## src/rtl/cpu_seq_pkg.sv

```systemverilog
// Shared types and constants for the CPU command sequencer.
// seq_entry_t shows the program entry layout at the default 8-bit operand width;
// the RTL slices entries generically so other WIDTH values keep the same order.
package cpu_seq_pkg;

    localparam logic [6:0] CMD_NOP    = 7'h00;
    localparam int         CMD_W      = 7;
    localparam int         SEQ_DATA_W = 8;

    typedef enum logic [2:0] {
        IDLE,
        WAIT_RDY,
        ISSUE,
        WAIT_BUSY,
        WAIT_DONE,
        CAPTURE,
        DONE
    } seq_state_t;

    typedef struct packed {
        logic [CMD_W-1:0]      cmd;
        logic [SEQ_DATA_W-1:0] d1;
        logic [SEQ_DATA_W-1:0] d2;
        logic [SEQ_DATA_W-1:0] d3;
        logic [SEQ_DATA_W-1:0] d4;
    } seq_entry_t;

    // States in which the shared timeout counter runs.
    function automatic logic is_wait_state(seq_state_t s);
        return (s == WAIT_RDY) || (s == WAIT_BUSY) || (s == WAIT_DONE);
    endfunction

endpackage

```

## src/rtl/seq_prog_mem.sv

```systemverilog
// Small register-array memory: synchronous write, asynchronous read.
// A read of the address being written returns the old contents.
// CLEAR_ON_RST selects whether the synchronous reset also zeroes the array.
module seq_prog_mem #(
    parameter int DEPTH        = 16,
    parameter int W            = 8,
    parameter bit CLEAR_ON_RST = 1'b0
) (
    input  logic                     i_clk,
    input  logic                     i_rst,
    input  logic                     i_we,
    input  logic [$clog2(DEPTH)-1:0] i_waddr,
    input  logic [W-1:0]             i_wdata,
    input  logic [$clog2(DEPTH)-1:0] i_raddr,
    output logic [W-1:0]             o_rdata
);

    logic [W-1:0] r_mem [DEPTH];

    // Write port, with optional clear on reset.
    always_ff @(posedge i_clk) begin
        if (CLEAR_ON_RST && i_rst) begin
            for (int i = 0; i < DEPTH; i++) begin
                r_mem[i] <= '0;
            end
        end else if (i_we) begin
            r_mem[i_waddr] <= i_wdata;
        end
    end

    assign o_rdata = r_mem[i_raddr];

endmodule

```

## src/rtl/cpu_cmd_sequencer.sv

```systemverilog
// Host-side command sequencer: steps through a loadable program buffer, issues
// one command per entry to the CPU, paces on cpu_rdy and captures the results.
// Optional feature: define CPU_SEQ_RESULT_LOG_EN to add a per-entry result log
// readable through res_addr/res_data.
module cpu_cmd_sequencer
    import cpu_seq_pkg::*;
#(
    parameter int WIDTH   = 8,
    parameter int DEPTH   = 16,
    parameter int TIMEOUT = 255
) (
    input  logic                       clk,
    input  logic                       reset,
    input  logic                       start,
    input  logic [$clog2(DEPTH)-1:0]   last_idx,
    input  logic                       prog_we,
    input  logic [$clog2(DEPTH)-1:0]   prog_addr,
    input  logic [7+4*WIDTH-1:0]       prog_wdata,
    output logic [6:0]                 cmd_out,
    output logic [WIDTH-1:0]           d_out1,
    output logic [WIDTH-1:0]           d_out2,
    output logic [WIDTH-1:0]           d_out3,
    output logic [WIDTH-1:0]           d_out4,
    input  logic                       cpu_rdy,
    input  logic [2*WIDTH-1:0]         res_in,
    input  logic                       zero_in,
    input  logic                       error_in,
    output logic                       busy,
    output logic                       done,
    output logic                       timeout_err,
    output logic                       err_seen,
    output logic [2*WIDTH-1:0]         last_result,
    output logic                       last_zero
`ifdef CPU_SEQ_RESULT_LOG_EN
    ,
    input  logic [$clog2(DEPTH)-1:0]   res_addr,
    output logic [2*WIDTH+1:0]         res_data
`endif
);

    localparam int AW = $clog2(DEPTH);
    localparam int EW = 7 + 4*WIDTH;
    localparam int TW = $clog2(TIMEOUT + 1);

    seq_state_t          r_state;
    seq_state_t          w_next;
    logic                w_abort;
    logic [AW-1:0]       r_pc;
    logic [AW-1:0]       r_last;
    logic [TW-1:0]       r_tmo;
    logic                w_tmo_hit;
    logic                r_timeout_err;
    logic                r_err_seen;
    logic [2*WIDTH-1:0]  r_last_result;
    logic                r_last_zero;
    logic [EW-1:0]       w_entry;
    logic                w_prog_we;
    logic                w_hold_data;

    // Program writes are locked out for the whole run so the entry being
    // executed cannot change under the CPU.
    assign w_prog_we = prog_we && !busy;

    seq_prog_mem #(
        .DEPTH        (DEPTH),
        .W            (EW),
        .CLEAR_ON_RST (1'b0)
    ) u_prog_mem (
        .i_clk   (clk),
        .i_rst   (reset),
        .i_we    (w_prog_we),
        .i_waddr (prog_addr),
        .i_wdata (prog_wdata),
        .i_raddr (r_pc),
        .o_rdata (w_entry)
    );

`ifdef CPU_SEQ_RESULT_LOG_EN
    logic w_log_we;

    // Aborted entries never reach CAPTURE, so they leave the log untouched.
    assign w_log_we = (r_state == CAPTURE);

    seq_prog_mem #(
        .DEPTH        (DEPTH),
        .W            (2*WIDTH+2),
        .CLEAR_ON_RST (1'b1)
    ) u_result_log (
        .i_clk   (clk),
        .i_rst   (reset),
        .i_we    (w_log_we),
        .i_waddr (r_pc),
        .i_wdata ({zero_in, error_in, res_in}),
        .i_raddr (res_addr),
        .o_rdata (res_data)
    );
`endif

    // Last cycle allowed in a wait state before the run is aborted.
    assign w_tmo_hit = (r_tmo == TW'(TIMEOUT - 1));

    // State register.
    always_ff @(posedge clk) begin
        if (reset) begin
            r_state <= IDLE;
        end else begin
            r_state <= w_next;
        end
    end

    // Next-state logic; a satisfied handshake wins over a timeout in the same cycle.
    always_comb begin
        w_next  = r_state;
        w_abort = 1'b0;
        unique case (r_state)
            IDLE: begin
                if (start) w_next = WAIT_RDY;
            end
            WAIT_RDY: begin
                if (cpu_rdy) begin
                    w_next = ISSUE;
                end else if (w_tmo_hit) begin
                    w_next  = DONE;
                    w_abort = 1'b1;
                end
            end
            ISSUE: begin
                w_next = WAIT_BUSY;
            end
            WAIT_BUSY: begin
                if (!cpu_rdy) begin
                    w_next = WAIT_DONE;
                end else if (w_tmo_hit) begin
                    w_next  = DONE;
                    w_abort = 1'b1;
                end
            end
            WAIT_DONE: begin
                if (cpu_rdy) begin
                    w_next = CAPTURE;
                end else if (w_tmo_hit) begin
                    w_next  = DONE;
                    w_abort = 1'b1;
                end
            end
            CAPTURE: begin
                w_next = (r_pc == r_last) ? DONE : WAIT_RDY;
            end
            DONE: begin
                w_next = IDLE;
            end
            default: begin
                w_next = IDLE;
            end
        endcase
    end

    // Command strobe for one cycle in ISSUE; operands held until the result is captured.
    assign w_hold_data = (r_state == ISSUE) || (r_state == WAIT_BUSY) ||
                         (r_state == WAIT_DONE) || (r_state == CAPTURE);

    always_comb begin
        cmd_out = CMD_NOP;
        d_out1  = '0;
        d_out2  = '0;
        d_out3  = '0;
        d_out4  = '0;
        if (r_state == ISSUE) begin
            cmd_out = w_entry[EW-1 -: 7];
        end
        if (w_hold_data) begin
            d_out1 = w_entry[4*WIDTH-1 -: WIDTH];
            d_out2 = w_entry[3*WIDTH-1 -: WIDTH];
            d_out3 = w_entry[2*WIDTH-1 -: WIDTH];
            d_out4 = w_entry[WIDTH-1:0];
        end
    end

    // Program counter, timeout counter, error flags and captured results.
    always_ff @(posedge clk) begin
        if (reset) begin
            r_pc          <= '0;
            r_last        <= '0;
            r_tmo         <= '0;
            r_timeout_err <= 1'b0;
            r_err_seen    <= 1'b0;
            r_last_result <= '0;
            r_last_zero   <= 1'b0;
        end else begin
            if ((r_state == IDLE) && start) begin
                r_pc          <= '0;
                r_last        <= last_idx;
                r_timeout_err <= 1'b0;
                r_err_seen    <= 1'b0;
            end
            if (w_abort) begin
                r_timeout_err <= 1'b1;
            end
            if (w_next != r_state) begin
                r_tmo <= '0;
            end else if (is_wait_state(r_state)) begin
                r_tmo <= r_tmo + TW'(1);
            end
            if (r_state == CAPTURE) begin
                r_last_result <= res_in;
                r_last_zero   <= zero_in;
                r_err_seen    <= r_err_seen | error_in;
                if (r_pc != r_last) begin
                    r_pc <= r_pc + AW'(1);
                end
            end
        end
    end

    assign busy        = (r_state != IDLE);
    assign done        = (r_state == DONE);
    assign timeout_err = r_timeout_err;
    assign err_seen    = r_err_seen;
    assign last_result = r_last_result;
    assign last_zero   = r_last_zero;

endmodule

```

## config.mk

```make
export PLATFORM = sky130hd
export DESIGN_NAME = cpu_cmd_sequencer
export DESIGN_NICKNAME = d
export VERILOG_FILES = /design/src/rtl/cpu_seq_pkg.sv /design/src/rtl/seq_prog_mem.sv /design/src/rtl/cpu_cmd_sequencer.sv
export SDC_FILE = /design/constraint.sdc
export NUM_CORES = 1
export LEC_CHECK = 0
export BUFFER_PORTS_ARGS = -buffer_cell sky130_fd_sc_hd__buf_4
export CORE_MARGIN = 3
export CORE_UTILIZATION = 55
export CTS_BUF_LIST = sky130_fd_sc_hd__clkbuf_16
export CTS_CLUSTER_DIAMETER = 40
export DETAILED_ROUTE_END_ITERATION = 7
export PLACE_DENSITY = 0.88
export SYNTH_ARGS = -nofsm -noshare
export SYNTH_HDL_FRONTEND = slang
export SYNTH_SLANG_ARGS = --single-unit
```

## constraint.sdc

```tcl
create_clock -name clk -period 4.42 [get_ports clk]
set_input_delay 0.884 -clock clk [delete_from_list [all_inputs] [get_ports clk]]
set_output_delay 0.884 -clock clk [all_outputs]
set_load 0.03 [all_outputs]
```

==> flow_metrics.env <==
export IMPL_rows=78
export IMPL_cts_resized=0
export IMPL_swShare_pct=21.5
export IMPL_maxSlewViolCount=0
export IMPL_power_density_cell_area_nw_per_um2=456
export IMPL_vias=13400
export IMPL_hold_class="flop to flop"
export IMPL_synthFlopType="edfxtp_1"
export IMPL_drv_cap=0
export IMPL_layout_drive_gt1_share_pct=33.0
export IMPL_fmax_ghz=0.244
export IMPL_setup_tns_ns=0
export IMPL_finalCritPeriodShare_pct=92.6
export IMPL_fillers=2759
export IMPL_finalWeightedCongestion=0.735
export IMPL_die_w_um=222
export IMPL_die_y_um=222
export IMPL_period_needed_ns=4.09
export IMPL_syn_num_nets=1268
export IMPL_ant_nets=0
export IMPL_grt_pass1_vias=13800
export IMPL_synth_cell_types=56
export IMPL_ys_seq_elements=662
export IMPL_maxSlewHeadroom_pct=23.9
export IMPL_setup_violations=0
export IMPL_drtPass1Iterations=5
export IMPL_worst_pin_slew_ns=1.14
export IMPL_grt_max_degree=74
export IMPL_syn_inst=1194
export IMPL_synth_async_sr_flop_share_pct=0
export IMPL_routed_wl_mm=64.2
export IMPL_antenna_found_initial=3
export IMPL_hold_buffers=0
export IMPL_clock_sinks=662
export IMPL_reg2reg_depth=5
export IMPL_final_nets=1445
export IMPL_post_cts_setup_buffers=0
export IMPL_drc=0
export IMPL_drt_iter0_markers=1598
export IMPL_crit_required_ns=3.54
export IMPL_cp_max_fo=16
export IMPL_portBuffers=129
export IMPL_start_kind="flop"
export IMPL_synth_edf_count=624
export IMPL_cts_tree="yes"
export IMPL_routed_via_density=6.59
export IMPL_finalClockSkew_ns=0.0225
export IMPL_p_seq_share_pct=51.1
export IMPL_dieArea_um2=49100
export IMPL_ys_warn_count=0
export IMPL_start_util_pct=55.9
export IMPL_hold_depth=2
export IMPL_crit_type="flop to output pin"
export IMPL_pwr_share_clk_pct=46.1
export IMPL_wire_per_inst_um=31.6
export IMPL_end_kind="output pin"
export IMPL_root_buffer="clkbuf_16"
export IMPL_track_usage_pct=26.2
export IMPL_seq_area_frac_synth_pct=76.3
export IMPL_p_total_uw=13600
export IMPL_core_um2=45700
export IMPL_ios=130
export IMPL_p_int_uw=10700
export IMPL_syn2layout_area_growth_pct=17.0
export IMPL_grt_pass1_wl_mm=93.9
export IMPL_peakVddDrop_mv=0.343
export IMPL_arrival_ns=3.21
export IMPL_grt_overflow=0
export IMPL_cts_max_path_buffers=3
export IMPL_dp_hpwl_mm=31.5
export IMPL_hold_viol_final=0
export IMPL_rsz0062_at_grt="false"
export IMPL_p_leak_uw=0.00931
export IMPL_postSynthAreaPerCell_um2=21.4
export IMPL_numCtsBuffers=76
export IMPL_cts_htree_levels=3
export IMPL_p_switching_uw=2930
export IMPL_power_frac_comb_pct=2.9
export IMPL_clkSlewWorstSetupHoldPaths_ns=0.05
export IMPL_outcome="finished, final reports clean"
export IMPL_mappedNetlistArea_um2=25600
export IMPL_clock_latency_ns=0.59
## path summary, 6_finish.rpt
| check | start | endpoint | slack, ns |
|---|---|---|---|
| setup / recovery | r_state[2]$_SDFF_PP0_ | d_out3[3] | 0.33 |
| hold / removal | last_result[15]$_SDFFE_PP0N_ | last_result[15]$_SDFFE_PP0N_ | 0.46 |
| setup reg to reg | r_state[0]$_SDFF_PP0_ | u_prog_mem.r_mem[8][5]$_DFFE_PP_ | 1.46 |
| hold reg to reg | last_result[15]$_SDFFE_PP0N_ | last_result[15]$_SDFFE_PP0N_ | 0.46 |
## flip-flops by register name, indices dropped and copies added, names as in the netlist
signal,flops
r_last,4
r_state,3
u_prog_mem.r_mem,624
last_zero,1
err_seen,1
r_pc,4
timeout_err,1
last_result,16
r_tmo,8
## cell usage after synthesis, types with 3 or more instances
cell       count  area [µm²]
nor3_1         8        40.0
buf_2         25         125
nand3b_1       3        22.5
a21oi_1       25         125
dfxtp_1       38         761
nor4_1         8        50.1
mux2i_1       78         781
ha_1           4        50.1
nand2_1       53         199
buf_6          9         101
a211oi_1       3        22.5
mux4_2       156        3510
buf_1          5        18.8
o22ai_1       39         244
inv_1          5        18.8
edfxtp_1     624       18700
nand4_1        3        18.8
o2111ai_1      3        26.3
buf_4          7        52.6
xnor2_1        6        52.6
a31oi_1        3        18.8
nand2b_1       4        25.0
xor2_1         7        61.3
o21ai_0        3        15.0
nor2_1        20        75.1
clkbuf_1      19        71.3
## cells by family after synthesis
group	synth area share, %
adders and majority gates	0.235
xor gates and xnor gates	0.446
buffers and inverters	1.52
and+or+nand+nor	2.32
AOI/OAI and AO/OA	2.33
DFF	76.3
muxes	16.8
## power groups by stage
stage          sequential [µW]  clock (µW)  combinational [µW]
6_report                  6960        6290                 390
5_1_grt                   6960        6580                 414
4_1_cts                   6960        6350                 387
3_5_place_dp              7090           0                 380
3_3_place_gp              7080           0                 359
2_1_floorplan             7080           0                 169
## cell type report
| type | count | area, µm² | area share (%) |
|---|---|---|---|
| clock inverter | 57 | 541 | 1.81 |
| tap | 600 | 751 | 2.51 |
| timing repair buffer | 164 | 1310 | 4.37 |
| multi-input combinational | 462 | 5790 | 19.4 |
| antenna | 3 | 7.51 | 0.0251 |
| inverter | 5 | 18.8 | 0.0628 |
| sequential | 662 | 19500 | 65.3 |
| clock buffer | 79 | 1980 | 6.61 |
## worst max-delay path, cell delays in order (launching register included)
cell and delay, ns:
dfxtp_1 0.68, ha_1 0.36, nand2_1 0.84, buf_4 0.36
o22ai_1 0.13, buf_4 0.23
## layout by cell type, fill, tap and decap left out, types with 4 or more instances in the layout
cell | synthesis | final
a21oi_1 | 25 | 25
buf_12 | 0 | 6
buf_4 | 7 | 158
bufinv_16 | 0 | 6
clkbuf_16 | 0 | 79
clkinv_1 | 0 | 11
clkinv_2 | 0 | 5
clkinv_4 | 0 | 7
clkinvlp_4 | 0 | 6
dfxtp_1 | 38 | 35
edfxtp_1 | 624 | 624
ha_1 | 4 | 4
inv_1 | 5 | 11
inv_6 | 0 | 10
inv_8 | 0 | 4
mux2i_1 | 78 | 78
mux4_2 | 156 | 156
nand2_1 | 53 | 53
nor2_1 | 20 | 8
nor2_4 | 0 | 12
nor3_1 | 8 | 4
nor4_1 | 8 | 8
o22ai_1 | 39 | 39
xnor2_1 | 6 | 6
xor2_1 | 7 | 7
## layer usage
| metal | GRT usage, % | vias up | wire length (µm) |
|---|---|---|---|
| met2 | 43.3 | 982 | 32400 |
| met1 | 33.7 | 6872 | 23500 |
| met3 | 6.00 | 181 | 5900 |
| met4 | 11.7 | 0 | 2470 |
| li1 | - | 5363 | - |
| met5 | 0 | - | 0 |
## through the flow
stage / hold slack, ns / cells / util (%) / setup WS (ns) / area [µm²]
finish: 0.458 / 2032 / 65.5 / 0.326 / 29900
global route: 0.474 / 2031 / 65.5 / 0.163 / 29900
CTS: 0.459 / 2029 / 65.4 / 0.300 / 29900
detailed placement: 0.451 / 1893 / 59.9 / 0.948 / 27400
global placement: 0.442 / 1893 / 59.9 / 1.06 / 27400
floorplan: 0.449 / 1194 / - / 0.131 / 25600
Note: power is estimated with default switching activity, not from simulation.
